$ cat src/rtl/mult_accumulator_if.sv
// mult_accumulator_if: product-in / result-out handshake bundle for mult_accumulator.
// prod_last exists only when MULT_ACC_LAST_EN is defined.
interface mult_accumulator_if #(
    parameter int INPUT1_WIDTH = 4,
    parameter int INPUT2_WIDTH = 5,
    parameter int ACC_COUNT    = 4
);
    localparam int PROD_WIDTH = INPUT1_WIDTH + INPUT2_WIDTH;
    localparam int ACC_WIDTH  = PROD_WIDTH + $clog2(ACC_COUNT);
    localparam int CNT_WIDTH  = $clog2(ACC_COUNT);
    logic                  prod_valid;
    logic                  prod_ready;
    logic [PROD_WIDTH-1:0] product;
    logic                  clear;
    logic                  acc_valid;
    logic                  acc_ready;
    logic [ACC_WIDTH-1:0]  acc_data;
    logic [CNT_WIDTH-1:0]  beat_cnt;
`ifdef MULT_ACC_LAST_EN
    logic                  prod_last;
`endif
    modport master (
        output prod_valid, product, clear, acc_ready,
`ifdef MULT_ACC_LAST_EN
        output prod_last,
`endif
        input  prod_ready, acc_valid, acc_data, beat_cnt
    );
    modport slave (
        input  prod_valid, product, clear, acc_ready,
`ifdef MULT_ACC_LAST_EN
        input  prod_last,
`endif
        output prod_ready, acc_valid, acc_data, beat_cnt
    );
endinterface

$ cat src/rtl/mult_accumulator.sv
// mult_accumulator: sums ACC_COUNT unsigned products per result over valid/ready handshakes.
// Defining MULT_ACC_LAST_EN adds prod_last to close a group early.
module mult_accumulator #(
    parameter int INPUT1_WIDTH = 4,
    parameter int INPUT2_WIDTH = 5,
    parameter int ACC_COUNT    = 4
) (
    input logic             clk,
    input logic             rst_n,
    mult_accumulator_if.slave bus
);
    localparam int PROD_WIDTH = INPUT1_WIDTH + INPUT2_WIDTH;
    localparam int ACC_WIDTH  = PROD_WIDTH + $clog2(ACC_COUNT);
    localparam int CNT_WIDTH  = $clog2(ACC_COUNT);
    typedef enum logic [1:0] {IDLE, ACCUM, HOLD} state_t;
    state_t               state, state_nxt;
    logic [ACC_WIDTH-1:0] acc, acc_nxt, sum, data_nxt;
    logic [CNT_WIDTH-1:0] cnt_nxt;
    logic                 valid_nxt, ready_nxt, fire, last_beat, close;
    assign fire = bus.prod_valid && bus.prod_ready;
    assign sum  = acc + ACC_WIDTH'(bus.product);
`ifdef MULT_ACC_LAST_EN
    assign last_beat = bus.beat_cnt == CNT_WIDTH'(ACC_COUNT - 1) || bus.prod_last;
`else
    assign last_beat = bus.beat_cnt == CNT_WIDTH'(ACC_COUNT - 1);
`endif
    assign close = fire && last_beat;
    always_ff @(posedge clk) begin
        if (!rst_n) begin
            state          <= IDLE;
            acc            <= '0;
            bus.beat_cnt   <= '0;
            bus.acc_data   <= '0;
            bus.acc_valid  <= 1'b0;
            bus.prod_ready <= 1'b0;
        end else begin
            state          <= state_nxt;
            acc            <= acc_nxt;
            bus.beat_cnt   <= cnt_nxt;
            bus.acc_data   <= data_nxt;
            bus.acc_valid  <= valid_nxt;
            bus.prod_ready <= ready_nxt;
        end
    end
    always_comb begin
        state_nxt = state == IDLE  ? ACCUM
                  : state == ACCUM ? (!bus.clear && close ? HOLD : ACCUM)
                  : (bus.clear || bus.acc_ready ? ACCUM : HOLD);
    end
    // clear outranks both the beat handshake in ACCUM and acc_ready in HOLD
    always_comb begin
        acc_nxt   = acc;
        cnt_nxt   = bus.beat_cnt;
        data_nxt  = bus.acc_data;
        valid_nxt = bus.acc_valid;
        ready_nxt = bus.prod_ready;
        case (state)
            IDLE: ready_nxt = 1'b1;
            ACCUM: begin
                if (bus.clear) begin
                    acc_nxt = '0;
                    cnt_nxt = '0;
                end else if (close) begin
                    acc_nxt   = '0;
                    cnt_nxt   = '0;
                    data_nxt  = sum;
                    valid_nxt = 1'b1;
                    ready_nxt = 1'b0;
                end else if (fire) begin
                    acc_nxt = sum;
                    cnt_nxt = bus.beat_cnt + 1'b1;
                end
            end
            HOLD: begin
                if (bus.clear || bus.acc_ready) begin
                    acc_nxt   = '0;
                    valid_nxt = 1'b0;
                    ready_nxt = 1'b1;
                end
            end
            default: ;
        endcase
    end
endmodule

$ cat src/flat_wrapper.sv
// flat-port wrapper written by rule: the top's interface ports become plain ports
module mult_accumulator_flat 
#(
    parameter int INPUT1_WIDTH = 4,
    parameter int INPUT2_WIDTH = 5,
    parameter int ACC_COUNT    = 4
)
  (clk, rst_n, bus_prod_valid, bus_product, bus_clear, bus_acc_ready, bus_prod_ready, bus_acc_valid, bus_acc_data, bus_beat_cnt);
  mult_accumulator_if #(.INPUT1_WIDTH(INPUT1_WIDTH), .INPUT2_WIDTH(INPUT2_WIDTH), .ACC_COUNT(ACC_COUNT)) bus_i ();
  input logic clk;
  input logic rst_n;
  input wire logic [$bits(bus_i.prod_valid)-1:0] bus_prod_valid;
  input wire logic [$bits(bus_i.product)-1:0] bus_product;
  input wire logic [$bits(bus_i.clear)-1:0] bus_clear;
  input wire logic [$bits(bus_i.acc_ready)-1:0] bus_acc_ready;
  output wire logic [$bits(bus_i.prod_ready)-1:0] bus_prod_ready;
  output wire logic [$bits(bus_i.acc_valid)-1:0] bus_acc_valid;
  output wire logic [$bits(bus_i.acc_data)-1:0] bus_acc_data;
  output wire logic [$bits(bus_i.beat_cnt)-1:0] bus_beat_cnt;
  assign bus_i.prod_valid = bus_prod_valid;
  assign bus_i.product = bus_product;
  assign bus_i.clear = bus_clear;
  assign bus_i.acc_ready = bus_acc_ready;
  assign bus_prod_ready = bus_i.prod_ready;
  assign bus_acc_valid = bus_i.acc_valid;
  assign bus_acc_data = bus_i.acc_data;
  assign bus_beat_cnt = bus_i.beat_cnt;
  mult_accumulator #(.INPUT1_WIDTH(INPUT1_WIDTH), .INPUT2_WIDTH(INPUT2_WIDTH), .ACC_COUNT(ACC_COUNT)) u_core (.clk(clk), .rst_n(rst_n), .bus(bus_i));
endmodule
$ cat config.mk
export PLATFORM = sky130hd
export DESIGN_NAME = mult_accumulator_flat
export DESIGN_NICKNAME = d
export VERILOG_FILES = /design/src/rtl/mult_accumulator_if.sv /design/src/rtl/mult_accumulator.sv /design/src/flat_wrapper.sv
export SDC_FILE = /design/constraint.sdc
export NUM_CORES = 1
export LEC_CHECK = 0
export ABC_AREA = 1
export BUFFER_PORTS_ARGS = -buffer_cell sky130_fd_sc_hd__buf_2
export CAP_MARGIN = 5
export CORE_MARGIN = 10
export CORE_UTILIZATION = 30
export CTS_CLUSTER_SIZE = 12
export DETAILED_ROUTE_END_ITERATION = 6
export PLACE_DENSITY_LB_ADDON = 0.1
export SLEW_MARGIN = 25
export SYNTH_ARGS = -nofsm -noshare
export SYNTH_HDL_FRONTEND = slang
export SYNTH_SLANG_ARGS = --single-unit
$ cat constraint.sdc
create_clock -name clk -period 2.2 [get_ports clk]
set_clock_uncertainty 0.05 [all_clocks]
set_input_delay 0.33 -clock clk [delete_from_list [all_inputs] [get_ports clk]]
set_output_delay 0.33 -clock clk [all_outputs]
set_load 0.02 [all_outputs]
==> flow_metrics.py, run 1 <==
metrics = {
    "power_and_ir_drop": {
        "power.density_mw_per_mm2": 532,
        "cellLeakagePower_uw": 0.00105,
        "vdd_ir_drop_max_v": 0.000212,
        "total_power_uw": 1100,
    },
    "route": {
        "ant_nets": 0,
        "drtIter0Drc": 51,
        "via_count": 1628,
        "routed_via_density": 4.59,
        "highest_layer": "met4",
        "drc": 0,
        "wl_met1_um": 2250,
        "wl_met3_um": 194,
        "wl_met2_um": 2070,
        "wire_per_inst_um": 12.9,
        "wirelength_um": 4580,
        "drt_first_pass_iters": 4,
    },
    "synth": {
        "ys_warn_count": 0,
        "ys_types": 35,
        "postSynthAreaPerCell_um2": 7.14,
        "synth_edf_count": 0,
        "ys_seq_area_share_pct": 31.3,
        "synth-seq-cells": 28,
        "synth_top_area_share_pct": 31.3,
        "synthFlopType": "dfxtp_1",
        "syn_area_mm2": 0.00179,
        "synthTopCellsByArea": "dfxtp_1, nand2_1, ha_1",
        "postSynthNetCount": 280,
        "yosysTopAreaCell": "dfxtp_1",
        "synth_async_sr_flop_share_pct": 0,
        "netlist_instances": 251,
    },
    "layout": {
        "layout_commonest_cell": "nand2_1",
        "fin_nets": 310,
        "final_util_pct": 35.2,
        "antenna_cells": 0,
        "mostFrequentLayoutCells": "nand2_1, buf_2, dfxtp_1, inv_1, nor2_1",
        "layoutNonFillerInstCount": 355,
        "drive_above_1_share_pct": 23.2,
        "area_growth_pct": 14.9,
    },
    "place": {
        "port-buffer-count": 28,
        "placedCellCount": 351,
        "place.gp.congestion": 0.811,
        "place_hpwl_um": 3590,
    },
    "clock_tree": {
        "clockRootBuffer": "clkbuf_8",
        "htree_levels": 1,
        "hold_buffers": 0,
        "numClockSinks": 28,
        "clkTransAtPathRegs_ns": 0.11,
        "clkLatencyLatePin_ns": 0.28,
        "cts_tree": "done",
        "cts_resized": 0,
        "numCtsBuffers": 3,
        "post-cts-setup-buffers": 0,
        "clock_path_buffers": 2,
    },
    "floorplanning": {
        "die_w_um": 97.3,
        "start_util_pct": 30.6,
        "placementRows": 28,
        "die_y_um": 97.3,
        "core_area_mm2": 0.00585,
        "pin_count": 29,
        "die_area_mm2": 0.00946,
    },
    "grt": {
        "grt_usage_pct": 9.85,
        "antenna_found_initial": 0,
        "grt_start_max_net_pins": 21,
        "grt_pass1_vias": 1665,
        "grt-ovfl-total": 0,
        "grt_pass1_wl_um": 7830,
    },
    "sta": {
        "final.min_clock_period_ns": 1.86,
        "tns_ns": 0,
        "tightest_slew_ns": 0.377,
        "drv_slew": 0,
        "hold_viol": 0,
        "period_share_pct": 84.7,
        "fmax_mhz": 537,
        "slew_headroom_pct": 74.8,
        "rsz0062_at_grt": "no",
        "setup_viol": 0,
    },
    "job": {
        "max_cap_viol_count": 0,
    },
    "hold_path": {
        "holdCritStartpoint": "rst_n",
        "hp-class": "in -> reg",
    },
    "critical_path": {
        "crit_path_start": "u_core.acc[0]",
        "cp.required_ns": 2.39,
        "cp.arrival_ns": 2.05,
        "reg2reg_from": "u_core.acc[0]",
        "cp-end-kind": "register",
        "critPathKind": "reg -> reg",
        "start_kind": "register",
        "path_max_fanout": 3,
    },
    "run_status": {
        "status": "completed",
    },
}
[cell type report]
| type | instances | area [µm²] |
|---|---|---|
| multi-input combinational | 182 | 1050 |
| clock buffer | 4 | 55.1 |
| timing repair buffer | 31 | 163 |
| sequential | 28 | 561 |
| tap | 75 | 93.8 |
| inverter | 35 | 131 |
| fill | 648 | 3790 |
[routing by layer]
layer / track usage (%) / vias to the layer above
li1: - / 861
met1: 12.0 / 730
met2: 16.7 / 33
met3: 2.49 / 4
met4: 2.68 / 0
met5: 0 / -
[where the power goes]
part           internal (µW)  total [µW]  switching (µW)  leakage [µW]
clock                    161         339             178     0.0000288
sequential               522         533            11.0      0.000227
combinational           79.3         223             144      0.000798
[critical path: stages (launching register included)]
cell and delay, ns:
dfxtp_1 0.33, ha_1 0.22, fa_1 0.44, nand2_1 0.09
nand3_1 0.12, nand3_1 0.13, nand2_1 0.07, nand2_1 0.08
nand2_1 0.09, a21o_1 0.16, inv_1 0.04
[metrics by stage]
stage,setup WS [ns],hold WS (ns),area [µm²]
after floorplan,0.502,0.397,1790
after global placement,0.227,0.382,2000
after detailed placement,0.205,0.389,2000
after CTS,0.333,0.329,2060
after global routing,0.158,0.342,2060
final,0.337,0.335,2060
[state kept, by name, summed over array words and instances (netlist names)]
name / flops
u_core.bus.beat_cnt: 2
u_core.state: 2
u_core.bus.prod_ready: 1
u_core.bus.acc_data: 11
u_core.acc: 11
u_core.bus.acc_valid: 1
[synth_stat cells (3+ instances only)]
library cell,number
ha_1,14
inv_2,7
o21ai_1,4
nand2_2,3
buf_2,3
nor2_1,20
nand3_1,13
a21oi_1,13
nand3_2,7
nor2_2,4
a21oi_2,6
o21ai_0,5
dfxtp_1,28
nand3b_1,3
nand2_1,70
inv_1,27
[kinds of logic (layout without fill, tap and decap cells)]
logic type,after synthesis,in the layout,synth area share (%)
compound gates,37,37,12.8
xor+xnor,3,3,1.47
fa+ha+maj,15,15,10.9
buf+inv,41,70,9.85
flops,28,28,31.3
simple gates,127,127,33.7
[worst paths after layout]
check	end	slack, ns	cells after the start
min	u_core.bus.acc_data[0]	0.34	3
min reg2reg	u_core.bus.acc_valid	0.40	2
max	u_core.bus.acc_data[8]	0.34	10
max reg2reg	u_core.bus.acc_data[8]	0.34	10
No activity file was read; power rests on OpenSTA's default activity.
==> inputs of run 2 (changes only) <==
==> constraint.sdc (replaced) <==
create_clock -name clk -period 2 [get_ports clk]
set_clock_uncertainty 0.05 [all_clocks]
set_input_delay 0.3 -clock clk [delete_from_list [all_inputs] [get_ports clk]]
set_output_delay 0.3 -clock clk [all_outputs]
set_load 0.02 [all_outputs]
==> run 2 against run 1 <==
Fmax rose by 6.1%; clock power up 35%; hold slack worse by 0.037 ns; register-to-register slack worse by 0.09 ns; sequential cell count unchanged; non-clock buffer count is 1 higher; power up 18%; critical path depth unchanged; highest routed layer unchanged; largest power group unchanged.
==> flow_metrics.py, run 2 (synthesis gave the netlist of run 1 again) <==
metrics = {
    "run_status": {
        "status": "completed",
    },
    "clock_tree": {
        "cts_tree": "done",
        "cts_resized": 0,
        "htree_levels": 1,
        "numClockSinks": 28,
        "numCtsBuffers": 3,
        "post-cts-setup-buffers": 0,
        "clkLatencyLatePin_ns": 0.28,
        "clkTransAtPathRegs_ns": 0.10,
        "clockRootBuffer": "clkbuf_8",
        "hold_buffers": 0,
        "clock_path_buffers": 2,
    },
    "layout": {
        "final_util_pct": 35.6,
        "area_growth_pct": 16.3,
        "antenna_cells": 0,
        "fillerInstances": 645,
        "seq_area_um2": 561,
        "multi_input_area_mm2": 0.00106,
        "layout_commonest_cell": "nand2_1",
        "drive_above_1_share_pct": 23.8,
        "mostFrequentLayoutCells": "nand2_1, buf_2, dfxtp_1, inv_1, nor2_1",
        "fin_nets": 311,
        "reg_top3": "u_core.acc (11), u_core.bus.acc_data (11)",
    },
    "power_and_ir_drop": {
        "total_power_uw": 1290,
        "power.density_mw_per_mm2": 620,
        "cellLeakagePower_uw": 0.00106,
        "vdd_ir_drop_max_v": 0.000263,
    },
    "grt": {
        "grt_start_max_net_pins": 21,
        "grt-ovfl-total": 0,
        "grt_usage_pct": 9.74,
        "grt_pass1_wl_um": 7740,
        "grt_pass1_vias": 1641,
        "antenna_found_initial": 0,
    },
    "route": {
        "drt_first_pass_iters": 4,
        "wire_per_inst_um": 12.6,
        "via_count": 1569,
        "routed_via_density": 4.41,
        "drc": 0,
        "wirelength_um": 4480,
        "ant_nets": 0,
        "drtIter0Drc": 51,
    },
    "sta": {
        "final.min_clock_period_ns": 1.75,
        "slew_headroom_pct": 74.6,
        "fmax_mhz": 570,
        "period_share_pct": 87.7,
        "hold_viol": 0,
        "tns_ns": 0,
        "tightest_slew_ns": 0.380,
        "drv_slew": 0,
        "setup_viol": 0,
        "rsz0062_at_grt": "no",
    },
    "critical_path": {
        "cp.required_ns": 2.13,
        "cp.arrival_ns": 1.89,
        "crit_buf_inv": 1,
        "slowest_stage": "fa_2",
        "worst_path_most_repeated_cell": "nand2_1",
        "cp_cell_sequence": "ha_1, fa_2, nand2_1, nand3_1, nand3_1, nand3b_1, nand2_1, nand2_1, o211ai_1, inv_2",
        "start_kind": "register",
        "cp-end-kind": "register",
        "critPathMaxStageDelay_ns": 0.37,
        "path_max_fanout": 3,
        "critPathKind": "reg -> reg",
        "path_delay_family": "adder cells",
    },
    "job": {
        "max_cap_viol_count": 0,
    },
    "floorplanning": {
        "core_area_mm2": 0.00585,
        "die_area_mm2": 0.00946,
        "die_y_um": 97.3,
        "pin_count": 29,
        "start_util_pct": 30.6,
        "placementRows": 28,
        "die_w_um": 97.3,
    },
    "place": {
        "port-buffer-count": 28,
        "place.gp.congestion": 0.789,
        "place_hpwl_um": 3590,
    },
    "hold_path": {
        "hp-class": "in -> reg",
    },
}
## run 2: cell count changes in the layout (fill, tap and decap cells not counted)
cell | before | now
clkbuf_8 | 4 | 3
buf_4 | 3 | 4
fa_1 | 1 | 0
fa_2 | 0 | 1
bufinv_16 | 0 | 1
## run 2: final timing paths
path / start / to / slack, ns / depth (start not counted)
worst min-delay path: rst_n / u_core.state[0] / 0.30 / 2
worst min register to register: u_core.bus.acc_valid / u_core.bus.acc_valid / 0.41 / 2
worst max-delay path: u_core.acc[0] / u_core.bus.acc_data[6] / 0.25 / 10
worst max register to register: u_core.acc[0] / u_core.bus.acc_data[6] / 0.25 / 10
## run 2: cell type report
cell class                      instances  area share (%)
Clock buffer                            3            1.98
Clock inverter                          1            1.44
Inverter                               35            6.30
Multi-Input combinational cell        182            50.7
Sequential cell                        28            26.9
Tap cell                               75            4.50
Timing Repair Buffer                   32            8.16
## run 2: metrics by stage
step	setup slack, ns	cells	instance area (µm²)	hold slack, ns
2_1_floorplan	0.332	251	1790	0.397
3_3_place_gp	0.118	352	2010	0.383
3_5_place_dp	0.0845	352	2010	0.398
4_1_cts	0.172	356	2080	0.297
5_1_grt	0.0480	356	2080	0.303
6_report	0.245	356	2080	0.299
## run 2: routing by layer
metal  global-route usage [%]  share of wire, %  vias to the layer above
met5                        0                 0                        -
met4                     2.01              0.67                        0
met1                     12.1                49                      684
met2                     16.4                46                       24
li1                         -                 -                      859
met3                     2.56               4.0                        2
## run 2: report_power, final
| part | total, µW | leakage (µW) | internal, µW | switching (µW) |
|---|---|---|---|---|
| Clock | 459 | 0.0000357 | 268 | 191 |
| Combinational | 247 | 0.000801 | 90.3 | 157 |
| Sequential | 586 | 0.000227 | 574 | 11.7 |
==> inputs of run 3 (changes only) <==
--- a/config.mk
+++ b/config.mk
@@ -9,10 +9,10 @@
 export BUFFER_PORTS_ARGS = -buffer_cell sky130_fd_sc_hd__buf_2
 export CAP_MARGIN = 5
 export CORE_MARGIN = 10
-export CORE_UTILIZATION = 30
+export CORE_UTILIZATION = 40
 export CTS_CLUSTER_SIZE = 12
 export DETAILED_ROUTE_END_ITERATION = 6
-export PLACE_DENSITY_LB_ADDON = 0.1
+export PLACE_DENSITY = 0.65
 export SLEW_MARGIN = 25
 export SYNTH_ARGS = -nofsm -noshare
 export SYNTH_HDL_FRONTEND = slang
==> run 3 against run 2 <==
Via count is 1.3% higher; worst setup slack worse by 0.12 ns; power is 1.6% lower; hold slack better by 0.0059 ns; core utilization is 11 points higher; fmax is 6.6% lower; critical path depth stayed put; register-to-register slack worse by 0.12 ns; highest routed layer unchanged; routed wire length is 9.8% lower; largest power group unchanged; die area is 20% lower; clock power is 3% lower; sequential power hardly changed.
==> flow_metrics.py, run 3 (synthesis gave the netlist of run 1 again) <==
metrics = {
    "route": {
        "wire_per_inst_um": 12.2,
        "drt_first_pass_iters": 4,
        "routed_via_density": 4.80,
        "wirelength_um": 4040,
        "ant_nets": 0,
        "via_count": 1589,
        "drtIter0Drc": 68,
        "drc": 0,
    },
    "grt": {
        "grt_pass1_vias": 1548,
        "grt_usage_pct": 10.9,
        "antenna_found_initial": 0,
        "grt_start_max_net_pins": 19,
        "grt_pass1_wl_um": 6860,
        "grt-ovfl-total": 0,
    },
    "sta": {
        "hold_viol": 0,
        "slew_headroom_pct": 74.0,
        "drv_slew": 0,
        "final.min_clock_period_ns": 1.88,
        "rsz0062_at_grt": "no",
        "tns_ns": 0,
        "setup_viol": 0,
        "fmax_mhz": 532,
        "tightest_slew_ns": 0.389,
        "setup_ws_ns": 0.120,
        "period_share_pct": 94.0,
    },
    "layout": {
        "area_growth_pct": 14.5,
        "fin_nets": 309,
        "drive_above_1_share_pct": 22.9,
        "mostFrequentLayoutCells": "nand2_1, buf_2, dfxtp_1, inv_1, nor2_1",
        "layout_commonest_cell": "nand2_1",
        "fillerInstances": 442,
        "multi_input_area_mm2": 0.00105,
        "stdcell_area_mm2": 0.00205,
        "seq_area_um2": 561,
        "reg_top3": "u_core.acc (11), u_core.bus.acc_data (11)",
        "antenna_cells": 0,
    },
    "critical_path": {
        "slowest_stage": "fa_1",
        "start_kind": "register",
        "cp.required_ns": 2.12,
        "critPathMaxStageDelay_ns": 0.44,
        "cp-end-kind": "register",
        "path_max_fanout": 3,
        "critPathKind": "reg -> reg",
        "cp.arrival_ns": 2.00,
        "cp_cell_sequence": "ha_1, fa_1, nand2_1, nand3_1, nand3_1, nand3b_1, nand2_1, nand2_1, o211ai_1, inv_2",
        "worst_path_most_repeated_cell": "nand2_1",
    },
    "place": {
        "place_hpwl_um": 3180,
        "port-buffer-count": 28,
        "preCtsSetupSlack_ns": 0.0489,
        "placed_cell_area_mm2": 0.00198,
        "place.gp.congestion": 0.900,
    },
    "power_and_ir_drop": {
        "cellLeakagePower_uw": 0.00106,
        "total_power_uw": 1270,
        "power.density_mw_per_mm2": 620,
        "vdd_ir_drop_max_v": 0.000417,
    },
    "floorplanning": {
        "die_w_um": 86.9,
        "core_area_mm2": 0.00435,
        "die_area_mm2": 0.00756,
        "pin_count": 29,
        "die_y_um": 86.9,
        "start_util_pct": 41.1,
        "placementRows": 24,
    },
    "clock_tree": {
        "clock_path_buffers": 2,
        "numCtsBuffers": 3,
        "post-cts-setup-buffers": 0,
        "htree_levels": 1,
        "cts_resized": 0,
        "numClockSinks": 28,
        "clkLatencyLatePin_ns": 0.28,
        "cts_tree": "done",
        "hold_buffers": 0,
        "clockRootBuffer": "clkbuf_8",
        "clkTransAtPathRegs_ns": 0.10,
    },
    "run_status": {
        "status": "completed",
    },
    "job": {
        "max_cap_viol_count": 0,
    },
    "hold_path": {
        "hp-class": "in -> reg",
    },
}
run 3: power breakdown:
part | internal (µW) | switching, µW | leakage (µW) | total (µW)
clock | 268 | 178 | 0.0000357 | 446
sequential | 574 | 11.1 | 0.000227 | 585
combinational | 85.9 | 154 | 0.000796 | 240
run 3: worst max-delay path, delay by kind of cell (launching register included):
family                     cells  cell delay (ns)
AOI/OAI and AO/OA              1             0.10
adders and majority gates      2             0.67
buffers and inverters          1             0.04
DFF                            1             0.33
and+or+nand+nor                6             0.60
run 3: path summary, 6_finish.rpt:
path	start	end	slack (ns)	cells past startpoint
worst max-delay path	u_core.acc[0]	u_core.bus.acc_data[6]	0.12	10
worst min-delay path	rst_n	u_core.state[0]	0.30	2
worst max register to register	u_core.acc[0]	u_core.bus.acc_data[6]	0.12	10
worst min register to register	u_core.bus.acc_valid	u_core.bus.acc_valid	0.39	2
run 3: through the flow:
| stage | util (%) | hold slack [ns] | instances |
|---|---|---|---|
| 6_report | 47.1 | 0.305 | 331 |
| 5_1_grt | 47.1 | 0.311 | 331 |
| 4_1_cts | 47.1 | 0.298 | 331 |
| 3_5_place_dp | 45.5 | 0.385 | 327 |
| 3_3_place_gp | 45.5 | 0.381 | 327 |
| 2_1_floorplan | - | 0.397 | 251 |
run 3: final cells by class:
type,count,share of cell area [%]
clock inverter,1,1.46
inverter,35,6.41
tap,52,3.17
sequential,28,27.3
timing repair buffer,30,8.18
clock buffer,3,2.01
multi-input combinational,182,51.4
run 3: metal layers:
layer	share of wire, %	global-route usage, %	wire (µm)	vias to the layer above
met3	4.9	3.09	199	2
met4	0.42	1.33	17	0
met5	0	0	0	-
met1	47	12.8	1890	706
met2	48	19.4	1940	24
li1	-	-	-	857
